--- src/rtl/lives_score_manager.sv ---
`default_nettype none
// ============================================================================
//  Module   : lives_score_manager
//  Purpose  : Turns per-frame hit pulses and collision levels into game state:
//             lives, saturating score, death/respawn timing, invulnerability
//             window and game over. Drives HUD digits, player freeze and the
//             smiley blink strobe.
//  Ports    : clk, resetN (async, active-low)
//             startOfFrame           - 1-cycle pulse per frame
//             start_game             - start/restart request level
//             SingleHitPulse         - first collision of the frame, 1 cycle
//                                      after its cause
//             collision_Smiley_Hart  - pellet overlap level
//             collision_smiley_ghost - ghost overlap level
//             lives, score, game_state, player_freeze, player_blink,
//             respawn_pulse, game_over
//  Revision : 1.0 - initial release
// ============================================================================
module lives_score_manager #(
   parameter int LIVES_INIT    = 3,
   parameter int LIVES_W       = 3,
   parameter int SCORE_W       = 16,
   parameter int PELLET_POINTS = 10,
   parameter int DEATH_FRAMES  = 45,
   parameter int INVULN_FRAMES = 60
) (
   input  logic               clk,
   input  logic               resetN,
   input  logic               startOfFrame,
   input  logic               start_game,
   input  logic               SingleHitPulse,
   input  logic               collision_Smiley_Hart,
   input  logic               collision_smiley_ghost,
   output logic [LIVES_W-1:0] lives,
   output logic [SCORE_W-1:0] score,
   output logic [2:0]         game_state,
   output logic               player_freeze,
   output logic               player_blink,
   output logic               respawn_pulse,
   output logic               game_over
);

   // Counter is wide enough for either window and always has bit 2 for blink.
   localparam int c_CNT_MAX = (DEATH_FRAMES > INVULN_FRAMES) ? DEATH_FRAMES : INVULN_FRAMES;
   localparam int c_CNT_W   = ($clog2(c_CNT_MAX + 1) < 3) ? 3 : $clog2(c_CNT_MAX + 1);

   localparam logic [c_CNT_W-1:0] c_DEATH   = c_CNT_W'(DEATH_FRAMES);
   localparam logic [c_CNT_W-1:0] c_INVULN  = c_CNT_W'(INVULN_FRAMES);
   localparam logic [c_CNT_W-1:0] c_CNT_ONE = c_CNT_W'(1);
   localparam logic [LIVES_W-1:0] c_LIVES   = LIVES_W'(LIVES_INIT);
   localparam logic [LIVES_W-1:0] c_LIFE    = LIVES_W'(1);
   localparam logic [SCORE_W:0]   c_PELLET  = (SCORE_W + 1)'(PELLET_POINTS);
   localparam logic [SCORE_W-1:0] c_SCORE_MAX = {SCORE_W{1'b1}};

   typedef enum logic [2:0] {
      S_IDLE   = 3'd0,
      S_PLAY   = 3'd1,
      S_DYING  = 3'd2,
      S_INVULN = 3'd3,
      S_OVER   = 3'd4
   } state_t;

   state_t               r_state,     w_state_nxt;
   logic [LIVES_W-1:0]   r_lives,     w_lives_nxt;
   logic [SCORE_W-1:0]   r_score,     w_score_nxt;
   logic [c_CNT_W-1:0]   r_frame_cnt, w_cnt_nxt;
   logic                 r_respawn,   w_respawn_nxt;
   logic                 r_col_pel_d;
   logic                 r_col_gho_d;

   logic                 w_hit_pel;
   logic                 w_hit_gho;
   logic [SCORE_W:0]     w_score_sum;
   logic [SCORE_W-1:0]   w_score_sat;

   // SingleHitPulse arrives one cycle after the collision that caused it, so
   // the levels are delayed one stage to line up with it.
   assign w_hit_pel   = SingleHitPulse & r_col_pel_d;
   assign w_hit_gho   = SingleHitPulse & r_col_gho_d;

   // One extra bit catches the carry so the score clamps instead of wrapping.
   assign w_score_sum = {1'b0, r_score} + c_PELLET;
   assign w_score_sat = w_score_sum[SCORE_W] ? c_SCORE_MAX : w_score_sum[SCORE_W-1:0];

   always_ff @(posedge clk or negedge resetN) begin
      if (!resetN) begin
         r_state     <= S_IDLE;
         r_lives     <= c_LIVES;
         r_score     <= '0;
         r_frame_cnt <= '0;
         r_respawn   <= 1'b0;
         r_col_pel_d <= 1'b0;
         r_col_gho_d <= 1'b0;
      end else begin
         r_state     <= w_state_nxt;
         r_lives     <= w_lives_nxt;
         r_score     <= w_score_nxt;
         r_frame_cnt <= w_cnt_nxt;
         r_respawn   <= w_respawn_nxt;
         r_col_pel_d <= collision_Smiley_Hart;
         r_col_gho_d <= collision_smiley_ghost;
      end
   end

   always_comb begin
      w_state_nxt   = r_state;
      w_lives_nxt   = r_lives;
      w_score_nxt   = r_score;
      w_cnt_nxt     = r_frame_cnt;
      w_respawn_nxt = 1'b0;
      case (r_state)
         S_IDLE, S_OVER: begin
            if (start_game) begin
               w_state_nxt = S_PLAY;
               w_lives_nxt = c_LIVES;
               w_score_nxt = '0;
            end
         end
         S_PLAY: begin
            // Ghost wins over pellet when both are flagged on the same pulse.
            if (w_hit_gho) begin
               w_lives_nxt = r_lives - c_LIFE;
               if (r_lives == c_LIFE) begin
                  w_state_nxt = S_OVER;
               end else begin
                  w_state_nxt = S_DYING;
                  w_cnt_nxt   = c_DEATH;
               end
            end else if (w_hit_pel) begin
               w_score_nxt = w_score_sat;
            end
         end
         S_DYING: begin
            if (startOfFrame) begin
               if (r_frame_cnt == c_CNT_ONE) begin
                  w_state_nxt   = S_INVULN;
                  w_cnt_nxt     = c_INVULN;
                  w_respawn_nxt = 1'b1;
               end else begin
                  w_cnt_nxt = r_frame_cnt - c_CNT_ONE;
               end
            end
         end
         S_INVULN: begin
            if (w_hit_pel) begin
               w_score_nxt = w_score_sat;
            end
            if (startOfFrame) begin
               w_cnt_nxt = r_frame_cnt - c_CNT_ONE;
               if (r_frame_cnt == c_CNT_ONE) begin
                  w_state_nxt = S_PLAY;
               end
            end
         end
         default: begin
            w_state_nxt = S_IDLE;
         end
      endcase
   end

   assign lives         = r_lives;
   assign score         = r_score;
   assign game_state    = r_state;
   assign respawn_pulse = r_respawn;
   assign game_over     = (r_state == S_OVER);
   assign player_freeze = (r_state == S_IDLE) | (r_state == S_DYING) | (r_state == S_OVER);
   assign player_blink  = (r_state == S_INVULN) & r_frame_cnt[2];

endmodule
`default_nettype wire

--- config.mk ---
export PLATFORM = sky130hd
export DESIGN_NAME = lives_score_manager
export DESIGN_NICKNAME = d
export VERILOG_FILES = /design/src/rtl/lives_score_manager.sv
export SDC_FILE = /design/constraint.sdc
export NUM_CORES = 1
export LEC_CHECK = 0
export CAP_MARGIN = 20
export CORE_ASPECT_RATIO = 1.25
export CORE_UTILIZATION = 40
export DETAILED_ROUTE_END_ITERATION = 16
export PLACE_DENSITY = 0.65
export SLEW_MARGIN = 20
export SYNTH_ARGS = -nofsm -noshare
export SYNTH_HDL_FRONTEND = slang
export SYNTH_SLANG_ARGS = --single-unit
--- constraint.sdc ---
create_clock -name clk -period 2.5 [get_ports clk]
set_clock_uncertainty 0.15 [all_clocks]
set_input_delay 0.25 -clock clk [delete_from_list [all_inputs] [get_ports clk]]
set_output_delay 0.25 -clock clk [all_outputs]
set_load 0.005 [all_outputs]
# Yosys cells after proc, flatten, opt, wreduce, memory -nomap -nowiden
# Cells that the tools add are included.
[op_classes]
bitwise_logic = 5
eq_ne = 14
reduce_logical = 9
n_addsub = 3
mux = 25
[op_table]
columns = ["operator", "n"]
rows = [
  ["$mux W16", 4],
  ["$pmux W16 S3", 1],
  ["$mux W6", 5],
  ["$mux W3", 9],
  ["$pmux W6 S3", 1],
  ["$add A16 B4 Y17 const B", 1],
  ["$ne A2 B2 Y1 const B", 8],
  ["$pmux W3 S4", 1],
  ["$eq A3 B1 Y1 const B", 2],
  ["$eq A3 B2 Y1 const B", 2],
  ["$eq A6 B1 Y1 const B", 1],
  ["$pmux W3 S2", 1],
  ["$reduce_and A3 Y1", 2],
  ["$reduce_and A6 Y1", 1],
  ["$reduce_bool A3 Y1", 2],
  ["$sub A6 B1 Y6 const B", 1],
  ["$reduce_and A5 Y1", 1],
  ["$and A1 B1 Y1", 3],
  ["$eq A3 B3 Y1 const B", 1],
  ["$logic_not A3 Y1", 1],
  ["$mux W1", 3],
  ["$sub A3 B1 Y3 const B", 1],
  ["$or A1 B1 Y1", 2],
  ["$reduce_bool A2 Y1", 1],
  ["$reduce_or A2 Y1", 1],
]
[totals]
input_bits = 7
out_inout_bits = 26
ff_bits = 31
wordCells = 63

# Logic depth before layout (Yosys ltp)
# Gate-level depths: netlist of the first run.
[logic_depth]
ltp_word = 5
mapped_depth = 6
ltp_nobuf = 6

# Least setup slack after synthesis of the first run
# No wires, ideal clock.
[synth_path]
kind = "register to register"
start = "reg r_state[2], in the netlist game_state[2]"
end = "reg r_score[9], in the netlist score[9]"
path_buffers = 1
path_slack_ns = 0.746
t_arrival_ns = 1.467
setup_time_ns = 0.137
path_stages_with_launch = 6
period_less_slack_ns = 1.754
t_required_ns = 2.213
path_cell_list = "dfrtp_1 > nand4b_1 > or2_1 > clkbuf_1 > a2111oi_0 > nor3_1"
[synth_between]
elab_chain_len = 4
word_cells_on_any_way = 10
classes_between = "eq/ne: 5; mux: 1; reduce/logical: 4"
[synth_lines]
columns = ["element", "line_no", "source"]
rows = [
  ["start: declaration", "63", "state_t r_state, w_state_nxt;"],
  ["start signal: assignment", "95", "r_state <= w_state_nxt;"],
  ["$eq A3 B3 Y1 / $logic_not A3 Y1 (equally long branches)", "111", "case (r_state)"],
  ["$reduce_or A2 Y1", "111", ""],
  ["$ne A2 B2 Y1 (no source line) / $reduce_bool A3 Y1 (equally long branches)", "n/a", ""],
  ["$reduce_and A3 Y1 (no source line)", "n/a", ""],
  ["end signal: assignment", "97", "r_score <= w_score_nxt;"],
  ["end: declaration", "65", "logic [SCORE_W-1:0] r_score, w_score_nxt;"],
]
# Several ways; a longest one is shown, not always the timed one.
# A chain may end at the register's enable or synchronous reset.

# Worst setup path in the final report of the first run
[layout_path]
start = "reg r_state[0], in the netlist game_state[0]"
end = "out player_blink"
[layout_between]
elab_chain_len = 2
[layout_lines]
columns = ["element", "line_no", "source"]
rows = [
  ["$eq A3 B2 Y1", "167", "assign player_blink = (r_state == S_INVULN) & r_frame_cnt[2];"],
  ["$and A1 B1 Y1", "167", ""],
  ["end: declaration", "38", "output logic player_blink,"],
]
# No other way between the ends.

==> results.tsv, run 1 <==
metric	value	unit
status	completed	
path_class	flip-flop to output port	
overflow	0	
met2_usage	34.0	%
clock_sinks	31	
grt_max_degree	32	
final_cells	288	
ff2ff_path_depth	4	
viasPerCell	5.82	
drive_above_1_share	9.57	%
cts_buffers	5	
tightestPinTransition	0.626	ns
cp_slowest_cell	dfrtp_1	
fillers	392	
max_stage_delay	0.56	ns
drt_iter0_drc	93	
fin_crit_sh	90.4	%
dr.pass1.iters	4	
clockRootBuffer	clkbuf_8	
clock.fmax	0.442	GHz
synth-edff-count	0	
seqPwrFrac	37.7	%
critical_path_buf_inv_count	1	
swShare	37.6	%
routed_wl	4460	µm
finish.utilization	52.7	%
grt_pass1_vias	1533	
io_pins	33	
fin_crit	2.26	ns
ys_warn_count	0	
peakVddDrop	0.634	mV
netSwitchingPower	0.815	mW
core_area	4360	µm²
comb_power_share	41.8	%
fp.dieArea	4800	µm²
vias	1676	
cts_buffer_depth	2	
post_cts_buffers	0	
cp_cell_sequence	nor2b_1 -> and3_1 -> clkdlybuf4s50_1	
setup_viol	0	
postSynth.asyncResetShare	100	%
p_int	1.35	mW
synth_seq_cells	31	
holdWs	0.214	ns
drcViolationCount	0	
hp-class	input port to async pin	
crit_arrival	1.86	ns
ys_seq_area_share	43.0	%
antenna_found_initial	0	
cts_hold_buf	0	
diodes	0	
die_w	62.2	µm
syn2layout_area_growth	27.0	%
p_total	2.17	mW
critPathMaxFanout	13	
finalHoldViolCount	0	
end_kind	output port	
htreeDepth	2	
critPathRequiredTime	2.10	ns
ant_nets	0	
path_clk_slew	0.07	ns
synth_most_common_cell	dfrtp_1	
design_area	2300	µm²
grt-busiest-layer	met2	
synthTopCellsByArea	dfrtp_1 (40%), a21oi_1 (3.9%), nor2_1 (3.7%), ha_1 (3.5%), a211oi_1 (2.9%)	
p_per_area	943	nW/µm²
grtUsageMet1	23.3	%
yosysUniqueCellTypes	51	
rows	27	
rrSetupSlack	0.35	ns
die_h	77.2	µm
synth_top_cell_by_area	dfrtp_1	
p_leak	0.943	nW
place_congestion	0.880	
cts_resized	0	
grt_pass1_wl	7370	µm
wl_per_cell	15.5	µm
dp_hpwl	3110	µm
dp.cells	280	
layout_setup_ws	0.240	ns
timing.slew.headroom	58.1	%
grt_usage	19.5	%
port-buffer-count	32	
rr_endpoint	score[11]	
synth_nets	205	
grtUsageMet3	4.17	%
start_kind	flip-flop	
synth_top_area_share	40.1	%
post-place-ws	0.302	ns
avgSynthCellArea	9.37	µm²
start_util	41.5	%
fin_setup_tns	0	ns
syn_inst	193	
critPathTopFamily	flip-flops	
cts_tree	yes	
maxCapViolations	0	
dpl_cell_area	2200	µm²
slew_viol_final	0	
netlist_area	1810	µm²
worstSkewPairLatency	0.28	ns
synthFlopType	dfrtp_1	
p_clk_share	20.5	%
timing.rr.start	game_state[1]	
rsz0062_at_grt	no	
ys_top_cells_by_count	dfrtp_1 (29), nor2_1 (18), a21oi_1 (14)	
nets	241	
## power groups by stage
stage               combinational, mW  sequential (mW)  clock (mW)
global placement                0.899            0.826           0
floorplan                       0.583            0.765           0
global route                    0.999            0.845       0.472
CTS                             0.904            0.817       0.449
detailed placement              0.900            0.822           0
finish                          0.906            0.817       0.444
## area by class of cell
cell class,instances,area [µm²],share of cell area [%]
clock buffer,8,100,4.36
inverter,7,26.3,1.14
multi-input combinational,146,955,41.6
sequential,31,778,33.9
tap,58,72.6,3.16
timing repair buffer,38,365,15.9
## logic make-up (layout without fill, tap and decap cells)
kind of cell	count (synthesis)	in the layout	share of synthesized area (%)
simple gates	72	72	23.3
compound gates	68	68	25.5
flops	31	31	43.0
buf+inv	16	53	4.22
fa+ha+maj	5	5	3.46
xor+xnor	1	1	0.484
## worst reg2reg max path, stage by stage, from the launching register on
cell,delay [ns]
dfrtp_1,0.56
or3b_4,0.51
o21a_1,0.24
a2111oi_0,0.46
nor3_1,0.10
## state kept, by name, indices dropped and copies added, names as in the netlist
| signal | cells |
|---|---|
| lives | 3 |
| r_frame_cnt | 6 |
| respawn_pulse | 1 |
| r_col_pel_d | 1 |
| game_state | 3 |
| score | 16 |
| r_col_gho_d | 1 |
## worst max-delay path by stage
stage                             start      endpoint  slack [ns]  depth (start not counted)
after global routing      game_state[0]  player_blink        0.12                          3
after global placement       start_game     score[11]        0.43                          5
after CTS                 game_state[0]  player_blink        0.19                          3
after floorplan           game_state[2]      score[9]        0.75                          5
after detailed placement     start_game     score[11]        0.30                          5
final                     game_state[0]  player_blink        0.24                          3
## placed cells by master, fill, tap and decap left out, types with 3 or more instances in the layout
| cell | synthesis | final |
|---|---|---|
| nand3_1 | 4 | 4 |
| a2bb2oi_1 | 3 | 3 |
| nand2b_1 | 4 | 4 |
| clkbuf_8 | 0 | 7 |
| o31ai_1 | 4 | 4 |
| o21ai_0 | 9 | 9 |
| a21oi_1 | 14 | 14 |
| dfrtp_1 | 29 | 29 |
| o22a_1 | 4 | 4 |
| nor2b_1 | 5 | 5 |
| nand2_1 | 8 | 8 |
| clkdlybuf4s50_1 | 0 | 32 |
| nor3_1 | 7 | 7 |
| buf_4 | 1 | 6 |
| and3_1 | 4 | 4 |
| ha_1 | 5 | 5 |
| a41oi_1 | 3 | 3 |
| a211oi_1 | 7 | 7 |
| inv_1 | 7 | 7 |
| a31oi_1 | 7 | 7 |
| nor2_1 | 18 | 18 |
| o21ai_1 | 3 | 3 |
## layer usage
metal	routed length [µm]	share of wire [%]
met1	1870	42
met2	2260	51
met5	0	0
met4	118	2.6
met3	214	4.8
Power figures use the tool's default switching activity.
==> run 2: changes to the inputs <==
MAX_ROUTING_LAYER = met4   (was not set)
==> run 2 against run 1 <==
  * Sequential share of layout area unchanged
  * Count of clock-buffer cells in the layout unchanged
  * First-iteration DRC count decreased by 4.3%
  * Power about the same
  * Global-route usage increased by 0.66 points
  * Maximum frequency decreased by 0.72%
  * Via count decreased by 1.0%
  * Non-clock buffer count unchanged
  * Highest routed layer unchanged
==> results.tsv, run 2 (synthesis gave the netlist of run 1 again) <==
metric	value	unit	change
status	completed		
ant_nets	0		unchanged
path_clk_slew	0.07	ns	about the same
drive_above_1_share	9.57	%	unchanged
port-buffer-count	32		unchanged
fp.dieArea	4800	µm²	unchanged
grt_max_degree	32		unchanged
p_total	2.17	mW	about the same
fin_setup_tns	0	ns	unchanged
peakVddDrop	0.631	mV	-0.44%
worstSkewPairLatency	0.28	ns	about the same
fin_crit	2.28	ns	+0.0164 ns
die_w	62.2	µm	unchanged
post-place-ws	0.302	ns	unchanged
crit_arrival	1.88	ns	+0.02 ns
rsz0062_at_grt	no		
diodes	0		unchanged
rr_endpoint	score[11]		
clock_sinks	31		unchanged
dpl_cell_area	2200	µm²	unchanged
grt_usage	20.2	%	+0.66 points
clockRootBuffer	clkbuf_8		
layout_setup_ws	0.224	ns	-0.0164 ns
die_h	77.2	µm	unchanged
tightestPinTransition	0.650	ns	+0.0239 ns
dr.pass1.iters	5		+1
design_area	2300	µm²	unchanged
fillers	392		unchanged
finalHoldViolCount	0		unchanged
viasPerCell	5.76		-1.0%
drcViolationCount	0		unchanged
routed_wl	4430	µm	-0.54%
htreeDepth	2		unchanged
clock.fmax	0.439	GHz	-0.72%
p_per_area	942	nW/µm²	about the same
most-common-layout-cells	clkdlybuf4s50_1 (32), dfrtp_1 (29), nor2_1 (18)		
cts_buffers	5		unchanged
drt_iter0_drc	89		-4.3%
rrSetupSlack	0.37	ns	+0.02 ns
overflow	0		unchanged
dp_hpwl	3110	µm	unchanged
largest_reg_flops	16		unchanged
timing.slew.headroom	56.5	%	-1.6 points
path_class	flip-flop to output port		
core_area	4360	µm²	unchanged
grt_pass1_vias	1525		-0.52%
critPathMaxFanout	13		unchanged
holdWs	0.215	ns	+0.000490 ns
wl_per_cell	15.4	µm	-0.54%
rows	27		unchanged
final_common_cell	clkdlybuf4s50_1		
hp-class	input port to async pin		
grt_pass1_wl	7390	µm	+0.27%
start_kind	flip-flop		
cts_resized	0		unchanged
end_kind	output port		
post_cts_buffers	0		unchanged
critPathRequiredTime	2.10	ns	about the same
setup_viol	0		unchanged
cts_tree	yes		
place_congestion	0.894		+1.6%
slew_viol_final	0		unchanged
fin_crit_sh	91.1	%	+0.66 points
timing.rr.start	game_state[1]		
cts_buffer_depth	2		unchanged
antenna_found_initial	0		unchanged
p_leak	0.943	nW	unchanged
ff2ff_path_depth	4		unchanged
start_util	41.5	%	unchanged
syn2layout_area_growth	27.0	%	unchanged
maxCapViolations	0		unchanged
io_pins	33		unchanged
nets	241		unchanged
vias	1659		-1.0%
cts_hold_buf	0		unchanged
[run 2: cell type report]
| cell class | instances | area, µm² | area share (%) |
|---|---|---|---|
| well taps | 58 | 72.6 | 3.16 |
| multi-input cells | 146 | 955 | 41.6 |
| clock buffers | 8 | 100 | 4.36 |
| flip-flops and latches | 31 | 778 | 33.9 |
| inverters | 7 | 26.3 | 1.14 |
| repair buffers | 38 | 365 | 15.9 |
[run 2: how the worst max path moves through the flow]
stage	from	slack (ns)	endpoint	cells past startpoint
5_1_grt	game_state[0]	0.12	player_blink	3
6_report	game_state[0]	0.22	player_blink	3
4_1_cts	game_state[0]	0.19	player_blink	3
2_1_floorplan	game_state[2]	0.75	score[9]	5
3_5_place_dp	start_game	0.30	score[11]	5
3_3_place_gp	start_game	0.43	score[11]	5
[run 2: critical path, cell delays in order, from the launching register on]
cell and delay, ns:
dfrtp_1 0.57, nor2b_1 0.31, and3_1 0.21, clkdlybuf4s50_1 0.50
[run 2: where the power goes]
part           switching, mW  internal (mW)  total [mW]
registers              0.184          0.634       0.818
clock network          0.190          0.251       0.441
logic                  0.439          0.467       0.906
total                  0.813           1.35        2.17
[run 2: metrics by stage]
stage / instances / util (%)
2_1_floorplan: 193 / -
3_3_place_gp: 280 / 50.4
3_5_place_dp: 280 / 50.4
4_1_cts: 288 / 52.7
5_1_grt: 288 / 52.7
6_report: 288 / 52.7
[run 2: metal layers]
metal	wire length [µm]	up-vias	global-route usage [%]
met5	0	-	-
met4	149	0	7.91
met3	181	16	4.17
met2	2220	52	34.0
met1	1880	792	23.5
li1	-	799	-
